File: config.mk
export PLATFORM = sky130hd
export DESIGN_NAME = clk_enable_bank
export DESIGN_NICKNAME = d
export VERILOG_FILES = /design/src/rtl/clk_enable_pkg.sv /design/src/rtl/clk_enable_chan.sv /design/src/rtl/clk_enable_bank.sv
export SDC_FILE = /design/constraint.sdc
export NUM_CORES = 1
export LEC_CHECK = 0
export ABC_AREA = 1
export BUFFER_PORTS_ARGS = -buffer_cell sky130_fd_sc_hd__buf_4
export CORE_MARGIN = 4
export CORE_UTILIZATION = 55
export DETAILED_ROUTE_END_ITERATION = 10
export PLACE_DENSITY = 0.75
export SETUP_SLACK_MARGIN = 0.4
export SLEW_MARGIN = 30
export SYNTH_ARGS = -nofsm -noshare
export SYNTH_HDL_FRONTEND = slang
export SYNTH_SLANG_ARGS = --single-unit
File: constraint.sdc
create_clock -name clk_in -period 2.98 [get_ports clk_in]
set_input_delay 0.149 -clock clk_in [delete_from_list [all_inputs] [get_ports clk_in]]
set_output_delay 0.149 -clock clk_in [all_outputs]
set_load 0.02 [all_outputs]
File: src/rtl/clk_enable_pkg.sv
// Shared types and constants for the clock-enable bank.
// Mode encoding and the channel-index width helper live here so the top and the channel agree.
package clk_enable_pkg;

  typedef enum logic {
    MODE_PERIODIC = 1'b0,
    MODE_ONESHOT  = 1'b1
  } ch_mode_e;

  localparam int MAX_CH = 16;

  // A single channel still gets a 1-bit select field.
  function automatic int ch_idx_w(input int n);
    return (n > 1) ? $clog2(n) : 1;
  endfunction

endpackage

File: src/rtl/clk_enable_chan.sv
// One enable channel: divide-by-(D+1) counter with periodic/one-shot modes,
// a double-buffered divisor and a restart input shared across the bank.
module clk_enable_chan
  import clk_enable_pkg::*;
#(
  parameter int COUNT_WIDTH = 32,
  parameter int DEFAULT_DIV = 1
) (
  input  logic                   clk_in,
  input  logic                   reset_in,
  input  logic                   en_i,
  input  logic                   mode_i,
  input  logic                   sync_i,
  input  logic                   wr_i,
  input  logic [COUNT_WIDTH-1:0] wr_div_i,
  output logic                   clk_en_o,
  output logic                   done_o
);

  logic [COUNT_WIDTH-1:0] div_q, div_d;
  logic [COUNT_WIDTH-1:0] pend_q, pend_d;
  logic                   pend_vld_q, pend_vld_d;
  logic [COUNT_WIDTH-1:0] cnt_q, cnt_d;
  logic                   pulse_q, pulse_d;
  logic                   done_q, done_d;

  always_comb begin
    div_d      = div_q;
    pend_d     = pend_q;
    pend_vld_d = pend_vld_q;
    cnt_d      = cnt_q;
    pulse_d    = 1'b0;
    done_d     = done_q;

    if (!en_i) begin
      // Idle: re-arm, and a write takes effect immediately.
      cnt_d  = '0;
      done_d = 1'b0;
      if (wr_i) begin
        div_d      = wr_div_i;
        pend_vld_d = 1'b0;
      end
    end else begin
      if (done_q) begin
        cnt_d = '0;
      end else if (sync_i) begin
        cnt_d = '0;
        if (pend_vld_q) begin
          div_d      = pend_q;
          pend_vld_d = 1'b0;
        end
      end else if (cnt_q >= div_q) begin
        // >= so a divisor lowered under the count still wraps next edge.
        cnt_d   = '0;
        pulse_d = 1'b1;
        done_d  = (ch_mode_e'(mode_i) == MODE_ONESHOT);
        if (pend_vld_q) begin
          div_d      = pend_q;
          pend_vld_d = 1'b0;
        end
      end else begin
        cnt_d = cnt_q + COUNT_WIDTH'(1);
      end

      // Placed last so a write coinciding with a wrap/sync lands in the next period.
      if (wr_i) begin
        pend_d     = wr_div_i;
        pend_vld_d = 1'b1;
      end
    end
  end

  always_ff @(posedge clk_in) begin
    if (reset_in) begin
      div_q      <= COUNT_WIDTH'(DEFAULT_DIV);
      pend_q     <= '0;
      pend_vld_q <= 1'b0;
      cnt_q      <= '0;
      pulse_q    <= 1'b0;
      done_q     <= 1'b0;
    end else begin
      div_q      <= div_d;
      pend_q     <= pend_d;
      pend_vld_q <= pend_vld_d;
      cnt_q      <= cnt_d;
      pulse_q    <= pulse_d;
      done_q     <= done_d;
    end
  end

  assign clk_en_o = pulse_q;
  assign done_o   = done_q;

endmodule

File: src/rtl/clk_enable_bank.sv
// Bank of N_CH independent clock-enable channels sharing one divisor write port
// and one sync restart input.
module clk_enable_bank
  import clk_enable_pkg::*;
#(
  parameter int N_CH        = 4,
  parameter int COUNT_WIDTH = 32,
  parameter int DEFAULT_DIV = 1
) (
  input  logic                        clk_in,
  input  logic                        reset_in,
  input  logic [N_CH-1:0]             ch_en,
  input  logic [N_CH-1:0]             ch_mode,
  input  logic                        sync_in,
  input  logic                        wr_en,
  input  logic [ch_idx_w(N_CH)-1:0]   wr_ch,
  input  logic [COUNT_WIDTH-1:0]      wr_div,
  output logic [N_CH-1:0]             clk_en,
  output logic [N_CH-1:0]             done
);

  localparam int WCH = ch_idx_w(N_CH);

  for (genvar i = 0; i < N_CH; i++) begin : g_ch
    logic wr_sel;
    // Out-of-range indices match no instance, so they drop silently.
    assign wr_sel = wr_en && (wr_ch == WCH'(i));

    clk_enable_chan #(
      .COUNT_WIDTH (COUNT_WIDTH),
      .DEFAULT_DIV (DEFAULT_DIV)
    ) u_chan (
      .clk_in   (clk_in),
      .reset_in (reset_in),
      .en_i     (ch_en[i]),
      .mode_i   (ch_mode[i]),
      .sync_i   (sync_in),
      .wr_i     (wr_sel),
      .wr_div_i (wr_div),
      .clk_en_o (clk_en[i]),
      .done_o   (done[i])
    );
  end

endmodule

==> summary.md <==
| Metric | Value |
|---|---|
| Pleak | between 9 and 10 nW |
| Area share of the largest cell type after synthesis | 0.370 |
| Hold Slack | between 0.05 and 0.06 ns |
| Overall die height | 205 µm |
| Combinational share of power | 0.108 |
| Number of top-level pins | between 50 and 60 |
| Via total after detailed routing | between 15000 and 20000 |
| Share of post-route cells with drive strength above 1 | 0.0875 |
| Antenna violations before repair | 0 |
| Clk network pwr share | 0.434 |
| R2R setup slack | about 0.64 ns |
| Capture point of the worst reg-to-reg path | g_ch[1].u_chan.pend_vld_q |
| Die W | 205 µm |
| Buf+Inv Stages, Crit Path | 1 |
| Port bufs | 53 |
| Seq. cell area | 7930 µm² |
| DRT iter0 DRCs | 1231 |
| Slowest cell on the critical path | sky130_fd_sc_hd__dlygate4sd3_1 |
| Crit path cell chain | ha_1 > nand2_1 > nor2_1 > nand2_1 > nor2_1 > nor2_1 > nand2_1 > nand2_1 > nand3_1 > nand2_1 > nand2_1 > a21oi_1 > dlygate4sd3_1 |
| Required time at the endpoint of the critical path | 3.43 ns |
| Hold depth | 3 |
| Average footprint of a synthesized cell | ~7 µm² |
| Fraction of registers with async set/reset | 0 |
| Final weighted congestion in routability-driven placement | roughly 0.9 |
| Clock-pin slew on the worst setup and hold paths | about 0.060 ns |
| Final-layout fill cell count | about 3500 |
| Synthesized netlist cell count | 3069 |
| Post-synthesis cell area | around 21000 µm² |
| Multi-input gate area | between 10000 and 15000 µm² |
| Most common library cells after synthesis | sky130_fd_sc_hd__nand2_1 (581), sky130_fd_sc_hd__nor2_1 (493), sky130_fd_sc_hd__dfxtp_1 (396) |
| Post-synth EDFFs | 0 |
| Total routing usage reported by global routing | 0.253 |
| Avg WL per Cell | ~15 µm |
| Number of nets produced by synthesis | about 3200 |
| Critical Path Sink Type | flip-flop |
| Worst vdd ir | about 420 µV |
| Residual DRC | 0 |
| Worst Hold Path EP | g_ch[0].u_chan.done_o |
| Synth top area cells | sky130_fd_sc_hd__dfxtp_1 (37%), sky130_fd_sc_hd__nand2_1 (10%), sky130_fd_sc_hd__nor2_1 (8.6%) |
| Crit path time final | ~2.3 ns |
| Share of power burned in registers | 0.458 |
| Share of synthesized area occupied by flip-flops and latches | 0.370 |
| Total die area | between 40000 and 50000 µm² |
| Origin of the worst min-delay path | ch_en[0] |
| Final Hold Viols | 0 |
| Final number of max-transition violations | 0 |
| Maxcap violations | 0 |
| Cell depth of the worst setup path | 13 |
| Synth area leader | sky130_fd_sc_hd__dfxtp_1 |
| Clock Path Buffers | 3 |
| Total iterations of the first detailed-routing run | 5 |
| Setup repair after global routing missed its margin | false |
| Clock network latency to the later pin of the worst-skew pair | ~0.57 ns |
| Clock root buffer | sky130_fd_sc_hd__clkbuf_16 |
| Detailed placer's ending HPWL | around 38000 µm |
| CTS tree | yes |
| Slew HR | 0.550 |
| Yosys warning total | 0 |
| Detail Route Antenna Nets | 0 |
| Most used cell along the critical path | sky130_fd_sc_hd__nand2_1 |
| Flip-flop cell with the highest count after synthesis | sky130_fd_sc_hd__dfxtp_1 |
| Areal power density over the cells | 504 nW/µm² |
| Library cells used by synthesis | 44 |
| Row count | between 70 and 80 |
| Count of nets after finishing | 3268 |
| Effective utilization at floorplan | 0.555 |
| Most instantiated library cell after synthesis | sky130_fd_sc_hd__nand2_1 |
| Max Fanout on Critical Path | 6 |
| Worst path max stage delay | 0.57 ns |
| Synthesized flop and latch total | ~400 |
| Category of cells accounting for the largest share of critical-path delay | simple AND/OR/NAND/NOR gates |
| TritonCTS buffer count | 44 |
| Period utilization | 0.785 |
| Path depth of the worst reg2reg path | 13 |
| Global-route wire length before repair | 88600 µm |
| Maximum number of pins on one net before global-route repair | 105 |
| Core area | around 39000 µm² |
| Number of clock sinks | slightly below 400 |
| Maximum operating frequency | ~430 MHz |
| Number of levels the H-tree was split into | 2 |
| Drt total wl | approximately 54000 µm |
| Worst-case clock skew | 0.0136 ns |
| Vias in the first global route | between 15000 and 20000 |
| Switching share of total power | 0.260 |
| Data arrival time of the worst path | about 2.8 ns |
| Antenna cell count | 0 |
| Run status | finished clean |
| Crit Path Class | flip-flop to flip-flop |
| Kind of start point of the critical path | flip-flop |
| Path category of the worst min-delay check | input port to flip-flop |
| Startpoint of the most critical register-to-register path | g_ch[1].u_chan.cnt_q[6] |
| Routed vias/inst | roughly 5.3 |
| Area grow syn2layout | 11.6% |
| Internal Dissipation | roughly 0.009 W |
| Final-report setup violation count | 0 |
| TNS Setup | 0 ns |
| Actual slew at the worst max-slew pin | 0.673 ns |
| Overflow after GRT | 0 |
| Switching Power | about 0.0031 W |
==> what timing repair did <==
item | CTS | global route
hold endpoints to repair | 113 | 0
setup buffers | 0 | 0
setup endpoints to repair | 0 | 52
resized for setup | 0 | 4
hold buffers | 45 | 0
==> worst register-to-register path, delay by kind of cell (launching register included) <==
kind | cells | cell delay, ns
fa+ha+maj | 1 | 0.31
compound gates | 1 | 0.06
buf+inv | 1 | 0.57
flops | 1 | 0.37
simple gates | 10 | 0.91
==> power by group through the flow <==
| stage | clock [W] | combinational [W] | sequential, W |
|---|---|---|---|
| after CTS | 0.00532 | 0.00129 | 0.00552 |
| after global routing | 0.00556 | 0.00147 | 0.00553 |
| after global placement | 0 | 0.00120 | 0.00563 |
| after floorplan | 0 | 0.000892 | 0.00561 |
| final | 0.00522 | 0.00130 | 0.00552 |
| after detailed placement | 0 | 0.00124 | 0.00563 |
==> sequential cells by signal (all words and copies together) (netlist names) <==
| register | cells |
|---|---|
| g_ch.u_chan.clk_en_o | 4 |
| g_ch.u_chan.div_q | 128 |
| g_ch.u_chan.cnt_q | 128 |
| g_ch.u_chan.pend_q | 128 |
| g_ch.u_chan.pend_vld_q | 4 |
| g_ch.u_chan.done_o | 4 |
==> layout make-up <==
class,instances,share of cell area
clock inverters,14,0.00361
flip-flops and latches,396,0.332
well taps,518,0.0271
clock buffers,63,0.0541
multi-input cells,2116,0.474
repair buffers,127,0.0451
inverters,405,0.0638
==> stage by stage <==
step            util  total power, W  instance area [µm²]  cells  worst slack [ns]
2_1_floorplan      -         0.00650                21400   3069              1.12
3_3_place_gp   0.572         0.00683                22100   3517             0.699
3_5_place_dp   0.572         0.00687                22100   3517             0.555
4_1_cts        0.619          0.0121                23900   3639             0.530
5_1_grt        0.620          0.0126                23900   3639             0.405
6_report       0.620          0.0120                23900   3639             0.640
==> worst max path at each step <==
stage,startpoint,end
floorplan,g_ch[0].u_chan.cnt_q[13],g_ch[0].u_chan.cnt_q[27]
global placement,g_ch[1].u_chan.cnt_q[0],g_ch[1].u_chan.div_q[6]
detailed placement,g_ch[1].u_chan.cnt_q[6],g_ch[1].u_chan.div_q[26]
CTS,g_ch[1].u_chan.cnt_q[6],g_ch[1].u_chan.div_q[26]
global route,g_ch[1].u_chan.cnt_q[19],g_ch[1].u_chan.done_o
finish,g_ch[1].u_chan.cnt_q[6],g_ch[1].u_chan.pend_vld_q
==> cell usage in the layout, fill, tap and decap left out, types with 50 or more instances in the layout <==
master / count
sky130_fd_sc_hd__dfxtp_1: 394
sky130_fd_sc_hd__nor2_1: 493
sky130_fd_sc_hd__ha_1: 132
sky130_fd_sc_hd__o21ai_0: 233
sky130_fd_sc_hd__nand4_1: 163
sky130_fd_sc_hd__nand2_1: 580
sky130_fd_sc_hd__nor3_1: 50
sky130_fd_sc_hd__a21oi_1: 186
sky130_fd_sc_hd__buf_4: 81
sky130_fd_sc_hd__inv_1: 363
==> per-layer routing <==
metal  GRT usage  up-vias  wire length (µm)
li1            -     9911                 -
met1       0.337     8798             23900
met2       0.417      516             25100
met3      0.0448      121              3200
met4      0.0859        0              1770
met5           0        -                 0
==> kinds of logic (layout without fill, tap and decap cells) <==
kind of cell    Yosys count  after routing  synth area share
xor+xnor                 72             72            0.0294
flops                   396            396             0.370
buf+inv                 557            609             0.102
simple gates           1437           1437             0.301
mux                      30             30            0.0140
fa+ha+maj               132            132            0.0771
compound gates          445            445             0.106
Power figures use the tool's default switching activity.
